<file path="src/rtl/axi_arb_pkg.sv">
// Shared types and constants for the AXI read arbiter slice.
package axi_arb_pkg;

  // Read-path arbiter states: idle, address phase per master, data phase per master.
  typedef enum logic [2:0] {
    IDLE = 3'd0,
    AR0  = 3'd1,
    AR1  = 3'd2,
    R0   = 3'd3,
    R1   = 3'd4
  } rd_state_t;

  // AXI burst encodings.
  localparam logic [1:0] FIXED = 2'b00;
  localparam logic [1:0] INCR  = 2'b01;

  // AXI response encoding for a normal completion.
  localparam logic [1:0] RESP_OKAY = 2'b00;

endpackage

</file>
<file path="src/rtl/arb_pick2.sv">
// Combinational 2-way picker. Returns the index of the winning requester.
// Build option AXI_ARB_RR_EN: round-robin on contention (the winner is the
// requester other than last_grant). Without it, requester 1 always wins.
// The result is meaningless when req is zero.
module arb_pick2 (
  input  logic [1:0] req,
  input  logic       last_grant,
  output logic       grant
);

`ifdef AXI_ARB_RR_EN
  // On contention alternate away from the previous winner; otherwise take the lone requester.
  always_comb begin
    if (req == 2'b11) begin
      grant = ~last_grant;
    end else begin
      grant = req[1];
    end
  end
`else
  // Fixed priority ignores history.
  logic unused_last_grant;
  assign unused_last_grant = last_grant;

  // Requester 1 wins whenever it asks.
  always_comb begin
    grant = req[1];
  end
`endif

endmodule

</file>
<file path="src/rtl/axi_rd_arbiter_2to1.sv">
// Merges the IFU (m0, read-only) and LSU (m1, read/write) AXI4 masters onto a
// single slave port. Reads are arbitrated one burst at a time; LSU writes pass
// straight through, and an LSU read is held back while an LSU write still
// awaits its B response. Build option AXI_ARB_RR_EN selects round-robin
// arbitration (see arb_pick2); default is fixed LSU priority.
module axi_rd_arbiter_2to1
  import axi_arb_pkg::*;
#(
  parameter int ADDR_W = 32,
  parameter int DATA_W = 32,
  parameter int ID_W   = 4
) (
  input  logic                clk,
  input  logic                reset,
  // IFU read channels
  input  logic                m0_arvalid,
  output logic                m0_arready,
  input  logic [ADDR_W-1:0]   m0_araddr,
  input  logic [ID_W-1:0]     m0_arid,
  input  logic [7:0]          m0_arlen,
  input  logic [2:0]          m0_arsize,
  input  logic [1:0]          m0_arburst,
  output logic                m0_rvalid,
  input  logic                m0_rready,
  output logic [DATA_W-1:0]   m0_rdata,
  output logic [1:0]          m0_rresp,
  output logic                m0_rlast,
  output logic [ID_W-1:0]     m0_rid,
  // LSU read channels
  input  logic                m1_arvalid,
  output logic                m1_arready,
  input  logic [ADDR_W-1:0]   m1_araddr,
  input  logic [ID_W-1:0]     m1_arid,
  input  logic [7:0]          m1_arlen,
  input  logic [2:0]          m1_arsize,
  input  logic [1:0]          m1_arburst,
  output logic                m1_rvalid,
  input  logic                m1_rready,
  output logic [DATA_W-1:0]   m1_rdata,
  output logic [1:0]          m1_rresp,
  output logic                m1_rlast,
  output logic [ID_W-1:0]     m1_rid,
  // LSU write channels
  input  logic                m1_awvalid,
  output logic                m1_awready,
  input  logic [ADDR_W-1:0]   m1_awaddr,
  input  logic [ID_W-1:0]     m1_awid,
  input  logic [7:0]          m1_awlen,
  input  logic [2:0]          m1_awsize,
  input  logic [1:0]          m1_awburst,
  input  logic                m1_wvalid,
  output logic                m1_wready,
  input  logic [DATA_W-1:0]   m1_wdata,
  input  logic [DATA_W/8-1:0] m1_wstrb,
  input  logic                m1_wlast,
  output logic                m1_bvalid,
  input  logic                m1_bready,
  output logic [1:0]          m1_bresp,
  output logic [ID_W-1:0]     m1_bid,
  // Slave-side port
  output logic                s_arvalid,
  input  logic                s_arready,
  output logic [ADDR_W-1:0]   s_araddr,
  output logic [ID_W-1:0]     s_arid,
  output logic [7:0]          s_arlen,
  output logic [2:0]          s_arsize,
  output logic [1:0]          s_arburst,
  input  logic                s_rvalid,
  output logic                s_rready,
  input  logic [DATA_W-1:0]   s_rdata,
  input  logic [1:0]          s_rresp,
  input  logic                s_rlast,
  input  logic [ID_W-1:0]     s_rid,
  output logic                s_awvalid,
  input  logic                s_awready,
  output logic [ADDR_W-1:0]   s_awaddr,
  output logic [ID_W-1:0]     s_awid,
  output logic [7:0]          s_awlen,
  output logic [2:0]          s_awsize,
  output logic [1:0]          s_awburst,
  output logic                s_wvalid,
  input  logic                s_wready,
  output logic [DATA_W-1:0]   s_wdata,
  output logic [DATA_W/8-1:0] s_wstrb,
  output logic                s_wlast,
  input  logic                s_bvalid,
  output logic                s_bready,
  input  logic [1:0]          s_bresp,
  input  logic [ID_W-1:0]     s_bid
);

  rd_state_t  state;
  rd_state_t  state_next;
  logic       wr_pend;
  logic       last_grant;
  logic       pick;
  logic [1:0] req;

  // LSU reads are only candidates once no write response is outstanding.
  assign req = {m1_arvalid & ~wr_pend, m0_arvalid};

  arb_pick2 u_pick (
    .req        (req),
    .last_grant (last_grant),
    .grant      (pick)
  );

  // Read FSM state register.
  always_ff @(posedge clk or posedge reset) begin
    if (reset) begin
      state <= IDLE;
    end else begin
      state <= state_next;
    end
  end

  // Remember who won the last accepted address; reset favours m0 next.
  always_ff @(posedge clk or posedge reset) begin
    if (reset) begin
      last_grant <= 1'b1;
    end else if (s_arvalid && s_arready) begin
      last_grant <= (state == AR1);
    end
  end

  // Track an LSU write whose B response has not arrived; a new AW beats a same-cycle B.
  always_ff @(posedge clk or posedge reset) begin
    if (reset) begin
      wr_pend <= 1'b0;
    end else if (s_awvalid && s_awready) begin
      wr_pend <= 1'b1;
    end else if (s_bvalid && s_bready) begin
      wr_pend <= 1'b0;
    end
  end

  // Next-state and handshake routing; the burst ends on the slave's rlast beat.
  always_comb begin
    state_next = state;
    m0_arready = 1'b0;
    m1_arready = 1'b0;
    s_arvalid  = 1'b0;
    m0_rvalid  = 1'b0;
    m1_rvalid  = 1'b0;
    s_rready   = 1'b0;
    case (state)
      IDLE: begin
        if (|req) begin
          state_next = pick ? AR1 : AR0;
        end
      end
      AR0: begin
        s_arvalid  = m0_arvalid;
        m0_arready = s_arready;
        if (m0_arvalid && s_arready) begin
          state_next = R0;
        end
      end
      AR1: begin
        s_arvalid  = m1_arvalid;
        m1_arready = s_arready;
        if (m1_arvalid && s_arready) begin
          state_next = R1;
        end
      end
      R0: begin
        m0_rvalid = s_rvalid;
        s_rready  = m0_rready;
        if (s_rvalid && m0_rready && s_rlast) begin
          state_next = IDLE;
        end
      end
      R1: begin
        m1_rvalid = s_rvalid;
        s_rready  = m1_rready;
        if (s_rvalid && m1_rready && s_rlast) begin
          state_next = IDLE;
        end
      end
      default: state_next = IDLE;
    endcase
  end

  // Address payload follows the master being served; m0 otherwise (slave ignores it without arvalid).
  assign s_araddr  = (state == AR1) ? m1_araddr  : m0_araddr;
  assign s_arid    = (state == AR1) ? m1_arid    : m0_arid;
  assign s_arlen   = (state == AR1) ? m1_arlen   : m0_arlen;
  assign s_arsize  = (state == AR1) ? m1_arsize  : m0_arsize;
  assign s_arburst = (state == AR1) ? m1_arburst : m0_arburst;

  // Read data is broadcast; only the served master sees rvalid.
  assign m0_rdata = s_rdata;
  assign m0_rresp = s_rresp;
  assign m0_rlast = s_rlast;
  assign m0_rid   = s_rid;
  assign m1_rdata = s_rdata;
  assign m1_rresp = s_rresp;
  assign m1_rlast = s_rlast;
  assign m1_rid   = s_rid;

  // LSU write channels pass straight through.
  assign s_awvalid  = m1_awvalid;
  assign m1_awready = s_awready;
  assign s_awaddr   = m1_awaddr;
  assign s_awid     = m1_awid;
  assign s_awlen    = m1_awlen;
  assign s_awsize   = m1_awsize;
  assign s_awburst  = m1_awburst;
  assign s_wvalid   = m1_wvalid;
  assign m1_wready  = s_wready;
  assign s_wdata    = m1_wdata;
  assign s_wstrb    = m1_wstrb;
  assign s_wlast    = m1_wlast;
  assign m1_bvalid  = s_bvalid;
  assign s_bready   = m1_bready;
  assign m1_bresp   = s_bresp;
  assign m1_bid     = s_bid;

endmodule
</file>
<file path="config.mk">
export PLATFORM = sky130hd
export DESIGN_NAME = axi_rd_arbiter_2to1
export DESIGN_NICKNAME = d
export VERILOG_FILES = /design/src/rtl/axi_arb_pkg.sv /design/src/rtl/arb_pick2.sv /design/src/rtl/axi_rd_arbiter_2to1.sv
export SDC_FILE = /design/constraint.sdc
export NUM_CORES = 1
export LEC_CHECK = 0
export CAP_MARGIN = 5
export CORE_AREA = 3 3 185 187
export CTS_CLUSTER_SIZE = 40
export DETAILED_ROUTE_END_ITERATION = 8
export DIE_AREA = 0 0 188 190
export HOLD_SLACK_MARGIN = 0.05
export PLACE_DENSITY = 0.42
export SYNTH_ARGS = -nofsm -noshare
export SYNTH_HDL_FRONTEND = slang
export SYNTH_HIERARCHICAL = 1
export SYNTH_SLANG_ARGS = --single-unit
</file>
<file path="constraint.sdc">
create_clock -name clk -period 1.7 [get_ports clk]
set_clock_uncertainty 0.1 [all_clocks]
set_input_delay 0.34 -clock clk [delete_from_list [all_inputs] [get_ports clk]]
set_output_delay 0.34 -clock clk [all_outputs]
set_load 0.01 [all_outputs]
</file>
**Word-level counts from Yosys, hierarchy flattened**

Index checks and enable logic that the tools add are counted.

- Add/subtract/negate cells: 0
- Multipliers: 0
- Div/mod/pow operators: 0
- $lt $le $gt $ge: 0
- Equality and inequality tests: 9
- Shift-type cells: 0
- Mux-type cells: 20
- Bitwise logic cells: 2
- Reduce and logical (&&, ||, !) cells: 12

Operators by type and width:

| cell | number |
|---|---|
| 32-bit two-way mux | 1 |
| 3-bit two-way mux | 6 |
| 3-bit case mux with 5 select lines | 1 |
| 2-bit inequality test, second input constant | 5 |
| 1-bit logical AND | 8 |
| 8-bit two-way mux | 1 |
| 3-bit by 2-bit equality test with 1-bit output, second input constant | 2 |
| 1-bit two-way mux | 6 |
| 5-bit AND reduction | 1 |
| 2-bit two-way mux | 2 |
| 4-bit two-way mux | 1 |
| 1-bit case mux with 2 select lines | 2 |
| 3-bit by 1-bit equality test with 1-bit output, second input constant | 1 |
| 3-bit equality test, second input constant | 1 |
| 3-bit zero test | 1 |
| 2-bit nonzero test | 1 |
| 2-bit OR reduction | 1 |
| 1-bit bitwise AND | 1 |
| 1-bit inverter | 1 |

- Register bits after elaboration: 4
- Latch bits: 0
- Bits in writable memories: 0
- Memory bits (read-only): 0
- Output and inout port bits: 231
- Logic and storage cells: 45
- Memories kept: 0

**Longest topological paths before layout**

- Depth in word-level cells: 5
- Gate-level depth with buffers: 5
- Gate-level depth less buffers: 4

**Cells and area by module**

The synthesis kept the hierarchy.

Modules (own cells, without submodules):

| module | times used | cells each | area an instance (µm²) | sequential area each (µm²) |
|---|---|---|---|---|
| axi_rd_arbiter_2to1 | 1 | 269 | 2,267.2 | 126.4 |
| arb_pick2 | 1 | 1 | 7.5 | 0.0 |

**Least setup slack after synthesis**

Ideal clock, no wire load.

- Path kind: flip-flop to output port
- From: register state[2]
- To: output port s_araddr[0]
- Arrival: 1.315 ns
- Required time: 1.260 ns
- Slack: -0.055 ns
- Cell stages (with the launch flop): 5
- Path buffers: 1
- Cell sequence: dfrtp_1 -> nand2b_2 -> nor2_4 -> buf_6 -> mux2_2

- Longest elaborated chain between the ends: 2

Ends and longest elaborated chain:

| element | RTL line | text |
|---|---|---|
| start, declared | axi_rd_arbiter_2to1.sv:92 | `rd_state_t state;` |
| start signal, assigned | axi_rd_arbiter_2to1.sv:113 | `state <= state_next;` |
| 3-bit by 2-bit equality test with 1-bit output | axi_rd_arbiter_2to1.sv:185 | `assign s_araddr = (state == AR1) ? m1_araddr : m0_araddr;` |
| 32-bit two-way mux | axi_rd_arbiter_2to1.sv:185 |  |
| end, declared | axi_rd_arbiter_2to1.sv:63 | `output logic [ADDR_W-1:0] s_araddr,` |

No other way between the ends.

**Final worst setup path**

- From: register state[2]
- To: output port s_araddr[22]

Same word-level chain as after synthesis.

==> metrics.md <==
| Metric | Value |
|---|---|
| Metal1 wirelength | 4120 um |
| Initial core utilization | under 10% |
| Worst hold path type | input port to async pin |
| Met3 wire length | 1820 um |
| Die W | approximately 190 um |
| Post-CTS Hold Fix Bufs | 0 |
| Layout-stage area growth over the synthesis result | 74.4% |
| Die height | between 150 and 200 um |
| Worst rel slew slack | 86.4% |
| Synthesized net count | between 500 and 600 |
| DR DRC count | 0 |
| Half-perimeter wire length after detailed placement | about 8700 um |
| Root Buffer | sky130_fd_sc_hd__clkbuf_16 |
| Bufs and invs on worst path | 4 |
| Slew @ Worst Pin | ~0.20 ns |
| Wirelength per Cell | around 15 um |
| Largest stage delay on the critical path | approximately 0.36 ns |
| Routed wire length | around 11000 um |
| Minimum period implied by the final worst setup slack | between 2 and 2.5 ns |
| Failing checks | setup timing |
| Number of iterations in the first detailed-routing pass | 4 |
| Arr. time, crit path | about 1.7 ns |
| Worst setup slack before clock tree synthesis | -0.577 ns |
| Clock Sinks | 4 |
| Total of buffers placed on input and output ports | 171 |
| Overflow left after global routing | 0 |
| Power density over the cells | between 700 and 800 nW/um2 |
| Vias after detailed routing | 1816 |
| Number of buffers created by CTS | 3 |
| Mean area per synthesized cell | around 8.4 um2 |
| Most frequent cells in the layout | sky130_fd_sc_hd__clkdlybuf4s50_1 (109), sky130_fd_sc_hd__buf_6 (57), sky130_fd_sc_hd__mux2_4 (49) |
| Cell Rows | 66 |
| Post-route fraction of the period consumed by the critical path | 128% |
| Unrepaired setup endpoints after global routing | yes |
| Highest layer used for signal routing | met5 |
| CP startpoint kind | flip-flop |
| Die area | ~36000 um2 |
| Number of antenna violations at the first check in global routing | 2 |
| P_leak | about 1.5 nW |
| Via count of the first global-routing pass | slightly above 2000 |
| Worst EP required | 1.26 ns |
| Setup WS post-layout | -0.470 ns |
| Global placement routability congestion | between 0.6 and 0.7 |
| Worst setup path class | flip-flop to primary output |
| Gate count of the mapped netlist | approximately 270 |
| Setup-violating endpoint count in the final report | 54 |
| Number of nets in the finished design | approximately 540 |
| Critical path capture point type | primary output |
| Clock transition time at the flip-flop clock pins of the worst setup and hold paths | 0.03 ns |
| Most frequent standard cell in the layout excluding fill and tap cells | sky130_fd_sc_hd__clkdlybuf4s50_1 |
| Core box area | between 30000 and 40000 um2 |
| Clock Latency Late Sink | ~0.22 ns |
| Max Cap Viol | 0 |
| Clock tree from TritonCTS | built |
| Pin count of the biggest net entering global routing | 11 |
| Run status | finished with violations |
| Max Fclk | 461 MHz |
| CP cell instances | nand2b_4, nor2_4, buf_12, buf_12, buf_6, mux2_4, buf_6 |
| Total power | about 2.8 mW |
| Synth Cell Area | approximately 2200 um2 |
| CP max-delay cell | sky130_fd_sc_hd__dfrtp_1 |
| Antenna diodes | 0 |
| Drt first-iter violations | 26 |
| Boundary pin count | 474 |
| Metal2 WL | roughly 4600 um |
| Max-slew violation total from the final report | 0 |
| Via density per instance | about 2.5 |
| Maximum clock insertion buffer count | 2 |
| H-tree depth | 1 |
| Largest delay share family, worst path | buffers and inverters |
| Post-detailed-route count of antenna-violating nets | 0 |
| Hold Vio Cnt, Final | 0 |
| First-pass GRT wire length | approximately 15000 um |
| Largest fanout of any net on the critical path | 7 |
| Total Routing Usage GR | ~5.8% |
| Maximum vdd drop | between 0.2 and 0.25 mV |
| Number of warning messages in the yosys log | 6 |
| Ratio of cells with drive above 1 in the final layout | a little over half |
-- where the power goes --
part	internal (mW)	switching [mW]	leakage [nW]	total, mW
sequential	0.122	0.0294	0.0470	0.152
clock	0.300	0.0652	0.0370	0.366
combinational	1.49	0.834	1.46	2.33
-- worst register-to-register path: stages (launching register included) --
cell	delay, ns
sky130_fd_sc_hd__dfrtp_1	0.36
sky130_fd_sc_hd__nand2b_4	0.15
sky130_fd_sc_hd__buf_4	0.12
sky130_fd_sc_hd__buf_4	0.12
sky130_fd_sc_hd__buf_4	0.12
sky130_fd_sc_hd__or2_2	0.28
sky130_fd_sc_hd__a21oi_1	0.14
-- repair_timing --
| item | in CTS | in global routing |
|---|---|---|
| resized for setup | 284 | 67 |
| setup buffers | 18 | 3 |
| hold endpoints to repair | 0 | 0 |
| cloned | 5 | 0 |
| pin swaps | 3 | 6 |
| endpoints found under the setup margin | 61 | 55 |
-- cell type report --
type | instances | area [um2]
multi-input combinational | 78 | 961
inverter | 2 | 10.0
tap | 442 | 553
timing repair buffer | 209 | 2200
sequential | 4 | 100
fill | 3744 | 28700
clock buffer | 3 | 75.1
-- through the flow --
stage          instances  setup TNS (ns)  area (um2)  util, %  hold slack (ns)
2_1_floorplan        267           -1.22        2250        -          0.00608
3_3_place_gp         711          -27.83        3250     9.97            0.435
3_5_place_dp         711          -27.48        3250     9.97            0.430
4_1_cts              736          -22.11        3790     11.6            0.194
5_1_grt              738          -22.72        3900     11.9            0.242
6_report             738          -19.74        3900     11.9            0.193
-- per-layer routing --
| metal | vias up | global-route usage, % |
|---|---|---|
| met4 | 4 | 4.33 |
| met2 | 222 | 7.96 |
| met3 | 85 | 3.65 |
| li1 | 757 | - |
| met5 | - | 0.412 |
| met1 | 748 | 6.30 |
-- flip-flops by register name, indices dropped and copies added (netlist names) --
register  count
state         3
wr_pend       1
-- worst paths after layout --
check                      cells past startpoint  startpoint  slack, ns      endpoint
setup / recovery                               7    state[2]      -0.47  s_araddr[22]
hold / removal                                 2       reset       0.19      state[0]
setup reg to reg                               6    state[2]       0.22      state[2]
hold reg to reg                                1     wr_pend       0.53       wr_pend
max in group asynchronous                      2       reset       1.16      state[2]
min in group clk                               1     wr_pend       0.53       wr_pend
(Power assumes the default switching activity.)
